[config.mk]
export PLATFORM = sky130hd
export DESIGN_NAME = mem_wb_skid_stage_flat
export DESIGN_NICKNAME = d
export VERILOG_FILES = /design/src/rtl/mem_wb_skid_if.sv /design/src/rtl/mem_wb_skid_stage.sv /design/src/flat_wrapper.sv
export SDC_FILE = /design/constraint.sdc
export NUM_CORES = 1
export LEC_CHECK = 0
export ABC_CLOCK_PERIOD_IN_PS = 4000
export CAP_MARGIN = 20
export CORE_MARGIN = 4
export CORE_UTILIZATION = 41
export DETAILED_ROUTE_END_ITERATION = 10
export HOLD_SLACK_MARGIN = 0.03
export PLACE_DENSITY = 0.69
export SLEW_MARGIN = 5
export SYNTH_ARGS = -nofsm -noshare
export SYNTH_HDL_FRONTEND = slang
export SYNTH_SLANG_ARGS = --single-unit
[constraint.sdc]
create_clock -name clk -period 4 [get_ports clk]
set_input_delay 1 -clock clk [delete_from_list [all_inputs] [get_ports clk]]
set_output_delay 1 -clock clk [all_outputs]
set_load 0.01 [all_outputs]
[src/rtl/mem_wb_skid_if.sv]
// MEM/WB stage bus: memory-stage enqueue side, write-back dequeue side, flush and status.
// master = pipeline environment, slave = the skid stage.
interface mem_wb_skid_if #(
  parameter int DATA_W = 32,
  parameter int DEST_W = 4
);
  logic              flush;
  logic              in_valid;
  logic              in_ready;
  logic              mem_r_en_in;
  logic              wb_en_in;
  logic [DEST_W-1:0] dest_in;
  logic [DATA_W-1:0] alu_res_in;
  logic [DATA_W-1:0] mem_data_in;
  logic              out_valid;
  logic              out_ready;
  logic              mem_r_en_out;
  logic              wb_en_out;
  logic [DEST_W-1:0] dest_out;
  logic [DATA_W-1:0] alu_res_out;
  logic [DATA_W-1:0] mem_data_out;
  logic [DATA_W-1:0] wb_value_out;
  logic [1:0]        occupancy;

  modport master (
    output flush, in_valid, mem_r_en_in, wb_en_in, dest_in, alu_res_in, mem_data_in, out_ready,
    input  in_ready, out_valid, mem_r_en_out, wb_en_out, dest_out, alu_res_out, mem_data_out,
           wb_value_out, occupancy
  );

  modport slave (
    input  flush, in_valid, mem_r_en_in, wb_en_in, dest_in, alu_res_in, mem_data_in, out_ready,
    output in_ready, out_valid, mem_r_en_out, wb_en_out, dest_out, alu_res_out, mem_data_out,
           wb_value_out, occupancy
  );
endinterface

[src/rtl/mem_wb_skid_stage.sv]
// MEM/WB pipeline stage as a 2-entry valid/ready skid buffer with flush and a
// pre-muxed write-back value; in_ready is registered so WB stalls never reach MEM combinationally.
module mem_wb_skid_stage #(
  parameter int DATA_W = 32,
  parameter int DEST_W = 4
) (
  input logic          clk,
  input logic          rst,
  mem_wb_skid_if.slave bus
);
  typedef struct packed {
    logic              mem_r_en;
    logic              wb_en;
    logic [DEST_W-1:0] dest;
    logic [DATA_W-1:0] alu_res;
    logic [DATA_W-1:0] mem_data;
  } entry_t;

  // Encoding doubles as the occupancy count.
  typedef enum logic [1:0] {EMPTY = 2'd0, ONE = 2'd1, TWO = 2'd2} state_t;

  state_t state_q, state_d;
  entry_t head_q, head_d, skid_q, skid_d, in_e;
  logic   in_ready_q, in_ready_d;
  logic   enq, deq;

  assign in_e = {bus.mem_r_en_in, bus.wb_en_in, bus.dest_in, bus.alu_res_in, bus.mem_data_in};
  assign enq  = bus.in_valid & in_ready_q;
  assign deq  = (state_q != EMPTY) & bus.out_ready;

  always_comb begin
    state_d = state_q;
    head_d  = head_q;
    skid_d  = skid_q;
    case (state_q)
      EMPTY: if (enq) begin head_d = in_e; state_d = ONE; end
      ONE: begin
        if (enq && deq)  head_d = in_e;
        else if (enq)    begin skid_d = in_e; state_d = TWO; end
        else if (deq)    state_d = EMPTY;
      end
      TWO: if (deq) begin head_d = skid_q; state_d = ONE; end
      default: state_d = EMPTY;
    endcase
    // Flush only drops validity; stale data is harmless behind out_valid/wb_en gating.
    if (bus.flush) state_d = EMPTY;
    in_ready_d = (state_d != TWO);
  end

  always_ff @(posedge clk or negedge rst) begin
    if (!rst) begin
      state_q    <= EMPTY;
      head_q     <= '0;
      skid_q     <= '0;
      in_ready_q <= 1'b1;
    end else begin
      state_q    <= state_d;
      head_q     <= head_d;
      skid_q     <= skid_d;
      in_ready_q <= in_ready_d;
    end
  end

  assign bus.in_ready     = in_ready_q;
  assign bus.out_valid    = (state_q != EMPTY);
  assign bus.mem_r_en_out = head_q.mem_r_en;
  assign bus.wb_en_out    = head_q.wb_en & (state_q != EMPTY);
  assign bus.dest_out     = head_q.dest;
  assign bus.alu_res_out  = head_q.alu_res;
  assign bus.mem_data_out = head_q.mem_data;
  assign bus.wb_value_out = head_q.mem_r_en ? head_q.mem_data : head_q.alu_res;
  assign bus.occupancy    = state_q;
endmodule
[src/flat_wrapper.sv]
// flat-port wrapper written by rule: the top's interface ports become plain ports
module mem_wb_skid_stage_flat 
#(
  parameter int DATA_W = 32,
  parameter int DEST_W = 4
)
  (clk, rst, bus_flush, bus_in_valid, bus_mem_r_en_in, bus_wb_en_in, bus_dest_in, bus_alu_res_in, bus_mem_data_in, bus_out_ready, bus_in_ready, bus_out_valid, bus_mem_r_en_out, bus_wb_en_out, bus_dest_out, bus_alu_res_out, bus_mem_data_out, bus_wb_value_out, bus_occupancy);
  mem_wb_skid_if #(.DATA_W(DATA_W), .DEST_W(DEST_W)) bus_i ();
  input logic clk;
  input logic rst;
  input wire logic [$bits(bus_i.flush)-1:0] bus_flush;
  input wire logic [$bits(bus_i.in_valid)-1:0] bus_in_valid;
  input wire logic [$bits(bus_i.mem_r_en_in)-1:0] bus_mem_r_en_in;
  input wire logic [$bits(bus_i.wb_en_in)-1:0] bus_wb_en_in;
  input wire logic [$bits(bus_i.dest_in)-1:0] bus_dest_in;
  input wire logic [$bits(bus_i.alu_res_in)-1:0] bus_alu_res_in;
  input wire logic [$bits(bus_i.mem_data_in)-1:0] bus_mem_data_in;
  input wire logic [$bits(bus_i.out_ready)-1:0] bus_out_ready;
  output wire logic [$bits(bus_i.in_ready)-1:0] bus_in_ready;
  output wire logic [$bits(bus_i.out_valid)-1:0] bus_out_valid;
  output wire logic [$bits(bus_i.mem_r_en_out)-1:0] bus_mem_r_en_out;
  output wire logic [$bits(bus_i.wb_en_out)-1:0] bus_wb_en_out;
  output wire logic [$bits(bus_i.dest_out)-1:0] bus_dest_out;
  output wire logic [$bits(bus_i.alu_res_out)-1:0] bus_alu_res_out;
  output wire logic [$bits(bus_i.mem_data_out)-1:0] bus_mem_data_out;
  output wire logic [$bits(bus_i.wb_value_out)-1:0] bus_wb_value_out;
  output wire logic [$bits(bus_i.occupancy)-1:0] bus_occupancy;
  assign bus_i.flush = bus_flush;
  assign bus_i.in_valid = bus_in_valid;
  assign bus_i.mem_r_en_in = bus_mem_r_en_in;
  assign bus_i.wb_en_in = bus_wb_en_in;
  assign bus_i.dest_in = bus_dest_in;
  assign bus_i.alu_res_in = bus_alu_res_in;
  assign bus_i.mem_data_in = bus_mem_data_in;
  assign bus_i.out_ready = bus_out_ready;
  assign bus_in_ready = bus_i.in_ready;
  assign bus_out_valid = bus_i.out_valid;
  assign bus_mem_r_en_out = bus_i.mem_r_en_out;
  assign bus_wb_en_out = bus_i.wb_en_out;
  assign bus_dest_out = bus_i.dest_out;
  assign bus_alu_res_out = bus_i.alu_res_out;
  assign bus_mem_data_out = bus_i.mem_data_out;
  assign bus_wb_value_out = bus_i.wb_value_out;
  assign bus_occupancy = bus_i.occupancy;
  mem_wb_skid_stage #(.DATA_W(DATA_W), .DEST_W(DEST_W)) u_core (.clk(clk), .rst(rst), .bus(bus_i));
endmodule
==> flow_summary.html <==
<table>
<tr><th>Metric</th><th>Value</th></tr>
<tr><th colspan="2">Run status</th></tr>
<tr><td>Result of the run</td><td>complete, no violations</td></tr>
<tr><th colspan="2">Routing</th></tr>
<tr><td>Total number of vias</td><td>4494</td></tr>
<tr><td>Antenna viol nets, final</td><td>0</td></tr>
<tr><td>Average detailed-routed wire length per instance</td><td>16.2 um</td></tr>
<tr><td>Routed WL</td><td>14.8 mm</td></tr>
<tr><td>Number of vias per cell</td><td>slightly below 5</td></tr>
<tr><td>DR DRC count</td><td>0</td></tr>
<tr><td>Number of DRC markers after the initial detailed-route iteration</td><td>196</td></tr>
<tr><td>Count of TritonRoute iterations in the first routing pass</td><td>4</td></tr>
<tr><th colspan="2">Run</th></tr>
<tr><td>Max capacitance violation total</td><td>0</td></tr>
<tr><th colspan="2">Worst setup path</th></tr>
<tr><td>Kind of start point of the critical path</td><td>flip-flop</td></tr>
<tr><td>Largest delay contributor family on the critical path</td><td>flip-flops</td></tr>
<tr><td>Max stage delay on crit path</td><td>about 930 ps</td></tr>
<tr><td>Crit-path slowest cell</td><td>sky130_fd_sc_hd__dfrtp_2</td></tr>
<tr><td>Buffer and inverter count on the worst path</td><td>1</td></tr>
<tr><td>CP Cell Sequence</td><td>mux2_2 &gt; clkdlybuf4s50_1</td></tr>
<tr><td>Crit path max fanout</td><td>34</td></tr>
<tr><td>WS Path Type</td><td>flip-flop to output port</td></tr>
<tr><td>CP arrival</td><td>2260 ps</td></tr>
<tr><td>Critical path capture point type</td><td>output port</td></tr>
<tr><td>Data required time at the worst endpoint</td><td>3000 ps</td></tr>
<tr><th colspan="2">Global routing</th></tr>
<tr><td>Maximum number of pins on one net before global-route repair</td><td>141</td></tr>
<tr><td>Number of antenna violations at the first check in global routing</td><td>0</td></tr>
<tr><td>Aggregate global routing overflow</td><td>0</td></tr>
<tr><td>GRT Overall Usage</td><td>about 16%</td></tr>
<tr><td>Number of global-route vias before repair</td><td>4815</td></tr>
<tr><td>Wire length of the first global-routing pass</td><td>24.7 mm</td></tr>
<tr><th colspan="2">Logic synthesis</th></tr>
<tr><td>Dominant combinational cell family by area after synthesis</td><td>multiplexers</td></tr>
<tr><td>Xor/xnor cell area share of the yosys netlist</td><td>0.126%</td></tr>
<tr><td>Share of synthesized area spent on multiplexers</td><td>26.6%</td></tr>
<tr><td>Cell types with the largest area share after synthesis</td><td>sky130_fd_sc_hd__dfrtp_1, sky130_fd_sc_hd__mux2_2, sky130_fd_sc_hd__mux2i_1, sky130_fd_sc_hd__buf_4, sky130_fd_sc_hd__a21oi_1</td></tr>
<tr><td>Cell count after synthesis</td><td>573</td></tr>
<tr><td>Synthesized Nets</td><td>~650</td></tr>
<tr><td>Yosys Warn Count</td><td>0</td></tr>
<tr><td>Synth Area in Compound Gates</td><td>6.08%</td></tr>
<tr><td>Library cell occupying the most area in the post-synthesis netlist</td><td>sky130_fd_sc_hd__dfrtp_1</td></tr>
<tr><td>Top-area cell type share of the netlist area</td><td>51.2%</td></tr>
<tr><td>Post-Synthesis Mean Instance Area</td><td>12.1 um2</td></tr>
<tr><td>Share of synthesized area occupied by flip-flops and latches</td><td>51.6%</td></tr>
<tr><td>Synth Register Bits</td><td>143</td></tr>
<tr><td>Post-synthesis instance area</td><td>roughly 7000 um2</td></tr>
<tr><td>Post-Synth Simple-Gate Area</td><td>between 4 and 5%</td></tr>
<tr><td>Fraction of the mapped netlist area in adder cells</td><td>0%</td></tr>
<tr><td>Count of distinct cell types in the synthesized netlist</td><td>24</td></tr>
<tr><th colspan="2">Clocking</th></tr>
<tr><td>Number of buffers inserted for hold repair after clock tree synthesis</td><td>0</td></tr>
<tr><td>TritonCTS clock tree</td><td>built</td></tr>
<tr><td>H-tree depth reported by CTS</td><td>4</td></tr>
<tr><td>Post-CTS setup repair buffer count</td><td>0</td></tr>
<tr><td>Total clock buffers created by CTS</td><td>17</td></tr>
<tr><td>Number of gates given a new drive strength after cts</td><td>0</td></tr>
<tr><td>Worst-skew pair later-pin latency</td><td>410 ps</td></tr>
<tr><td>Cell at the root of the clock tree</td><td>sky130_fd_sc_hd__clkbuf_16</td></tr>
<tr><td>Worst-case clock buffer depth</td><td>2</td></tr>
<tr><td>Sinks on the clock net</td><td>143</td></tr>
<tr><td>Clock-pin slew of the registers on the worst-case setup and hold paths</td><td>approximately 60 ps</td></tr>
<tr><th colspan="2">Placed design</th></tr>
<tr><td>Post-place instance area</td><td>between 8000 and 9000 um2</td></tr>
<tr><td>HPWL after detailed placement</td><td>9.72 mm</td></tr>
<tr><td>Final RePlAce weighted congestion</td><td>0.773</td></tr>
<tr><td>Port bufs</td><td>180</td></tr>
<tr><th colspan="2">Final layout</th></tr>
<tr><td>Storage cell area</td><td>3580 um2</td></tr>
<tr><td>Leading cell types in the layout, fill and taps excluded</td><td>sky130_fd_sc_hd__clkdlybuf4s50_1, sky130_fd_sc_hd__dfrtp_1, sky130_fd_sc_hd__mux2_2</td></tr>
<tr><td>Total area of multi-input combinational cells</td><td>2630 um2</td></tr>
<tr><td>Final design area excluding fillers</td><td>9020 um2</td></tr>
<tr><td>Fraction of layout cells with a size suffix above 1</td><td>23.0%</td></tr>
<tr><td>Commonest non-fill, non-tap cell in the layout</td><td>sky130_fd_sc_hd__clkdlybuf4s50_1</td></tr>
<tr><td>Number of fill cells</td><td>1390</td></tr>
<tr><td>Synth-to-Final Area Change</td><td>29.9%</td></tr>
<tr><td>Final net count</td><td>754</td></tr>
<tr><td>Number of antenna cells inserted</td><td>0</td></tr>
<tr><th colspan="2">STA</th></tr>
<tr><td>Setup_tns</td><td>0 ps</td></tr>
<tr><td>Normalized max-slew margin</td><td>36.3%</td></tr>
<tr><td>Number of max-slew violations in the final report</td><td>0</td></tr>
<tr><td>Final critical-path share of the clock period</td><td>81.5%</td></tr>
<tr><td>Measured slew at the worst slew-check pin</td><td>approximately 960 ps</td></tr>
<tr><td>Final worst clock skew</td><td>5.25 ps</td></tr>
<tr><td>Count of endpoints failing setup in the final report</td><td>0</td></tr>
<tr><td>Final Hold Fails</td><td>0</td></tr>
<tr><td>Setup repair after global routing missed its margin</td><td>false</td></tr>
<tr><td>Crit path time final</td><td>3260 ps</td></tr>
<tr><td>Maximum operating frequency</td><td>slightly above 0.3 GHz</td></tr>
<tr><td>Worst Hold Slack</td><td>502 ps</td></tr>
<tr><th colspan="2">Floorplan</th></tr>
<tr><td>Initial Util</td><td>41.9%</td></tr>
<tr><td>Placement Rows</td><td>47</td></tr>
<tr><td>Area of the core</td><td>16600 um2</td></tr>
<tr><td>Total I/O pin count</td><td>181</td></tr>
<tr><td>Die height</td><td>138 um</td></tr>
<tr><td>Floorplan die width</td><td>roughly 140 um</td></tr>
<tr><td>Full die area</td><td>between 15000 and 20000 um2</td></tr>
<tr><th colspan="2">Pwr</th></tr>
<tr><td>LEAKAGE</td><td>4.08 nW</td></tr>
<tr><td>Power per cell area</td><td>533 nW/um2</td></tr>
<tr><td>Worst vdd rail ir drop</td><td>around 0.28 mV</td></tr>
<tr><th colspan="2">Hold path</th></tr>
<tr><td>Tightest Hold Check Type</td><td>flip-flop to flip-flop</td></tr>
</table>
==> kinds of logic (layout without fill, tap and decap cells) <==
logic type | Yosys count | after routing
mux | 172 | 172
simple gates | 81 | 81
flops | 143 | 143
compound gates | 74 | 74
xor+xnor | 1 | 1
buf+inv | 102 | 221
==> final timing paths <==
kind                                               endpoint  cells past startpoint  slack, ps               startpoint
worst max-delay path                   bus_wb_value_out[24]                      2        740  u_core.bus.mem_r_en_out
worst max register to register  u_core.bus.mem_data_out[10]                      4       1880  u_core.bus.occupancy[1]
worst min-delay path                      u_core.skid_q[66]                      1        500        u_core.skid_q[66]
min in group asynchronous            u_core.bus.dest_out[1]                      1        530                      rst
max in group asynchronous               u_core.bus.in_ready                      2       2760                      rst
worst min register to register            u_core.skid_q[66]                      1        500        u_core.skid_q[66]
==> cell usage after synthesis, drive strengths merged <==
library cell / n
o21ai: 1
xnor2: 1
and2: 1
nand2b: 2
nor2b: 1
o211ai: 1
dfrtp: 142
nand3b: 1
nor3: 1
nand4b: 1
nand2: 2
nor2: 71
a211oi: 1
a211o: 1
buf: 98
a21oi: 70
dfstp: 1
clkbuf: 4
or2: 1
mux2i: 70
mux2: 102
==> through the flow <==
step	total power, mW	instances	setup slack (ps)	util, %
floorplan	2.78	573	1660	-
global placement	3.22	879	1140	50.6
detailed placement	3.26	879	1130	50.6
CTS	4.88	911	665	54.2
global route	5.06	912	622	54.4
finish	4.81	912	739	54.4
==> flip-flops by register name, indices dropped and copies added (netlist names) <==
register,cells
u_core.skid_q,70
u_core.bus.mem_data_out,32
u_core.head_q,1
u_core.bus.mem_r_en_out,1
u_core.bus.dest_out,4
u_core.bus.alu_res_out,32
u_core.bus.occupancy,2
u_core.bus.in_ready,1
==> cell type report <==
class / count / area share, %
Sequential cell: 143 / 39.7
Clock inverter: 12 / 1.47
Multi-Input combinational cell: 328 / 29.2
Timing Repair Buffer: 189 / 21.4
Tap cell: 220 / 3.05
Clock buffer: 20 / 5.18
==> routing by layer <==
metal / vias up / GRT usage, % / wire length (um)
li1: 2120 / - / -
met1: 2218 / 20.1 / 6620
met2: 138 / 25.1 / 6980
met3: 18 / 5.15 / 956
met4: 0 / 5.30 / 212
met5: - / 0 / 0
==> power breakdown <==
group          switching, mW  leakage (nW)  internal (mW)  total [mW]
combinational          0.452          2.13          0.750        1.20
clock                  0.610         0.289          0.971        1.58
sequential             0.234          1.66           1.79        2.03
total                   1.30          4.08           3.51        4.81
(Power assumes the default switching activity.)
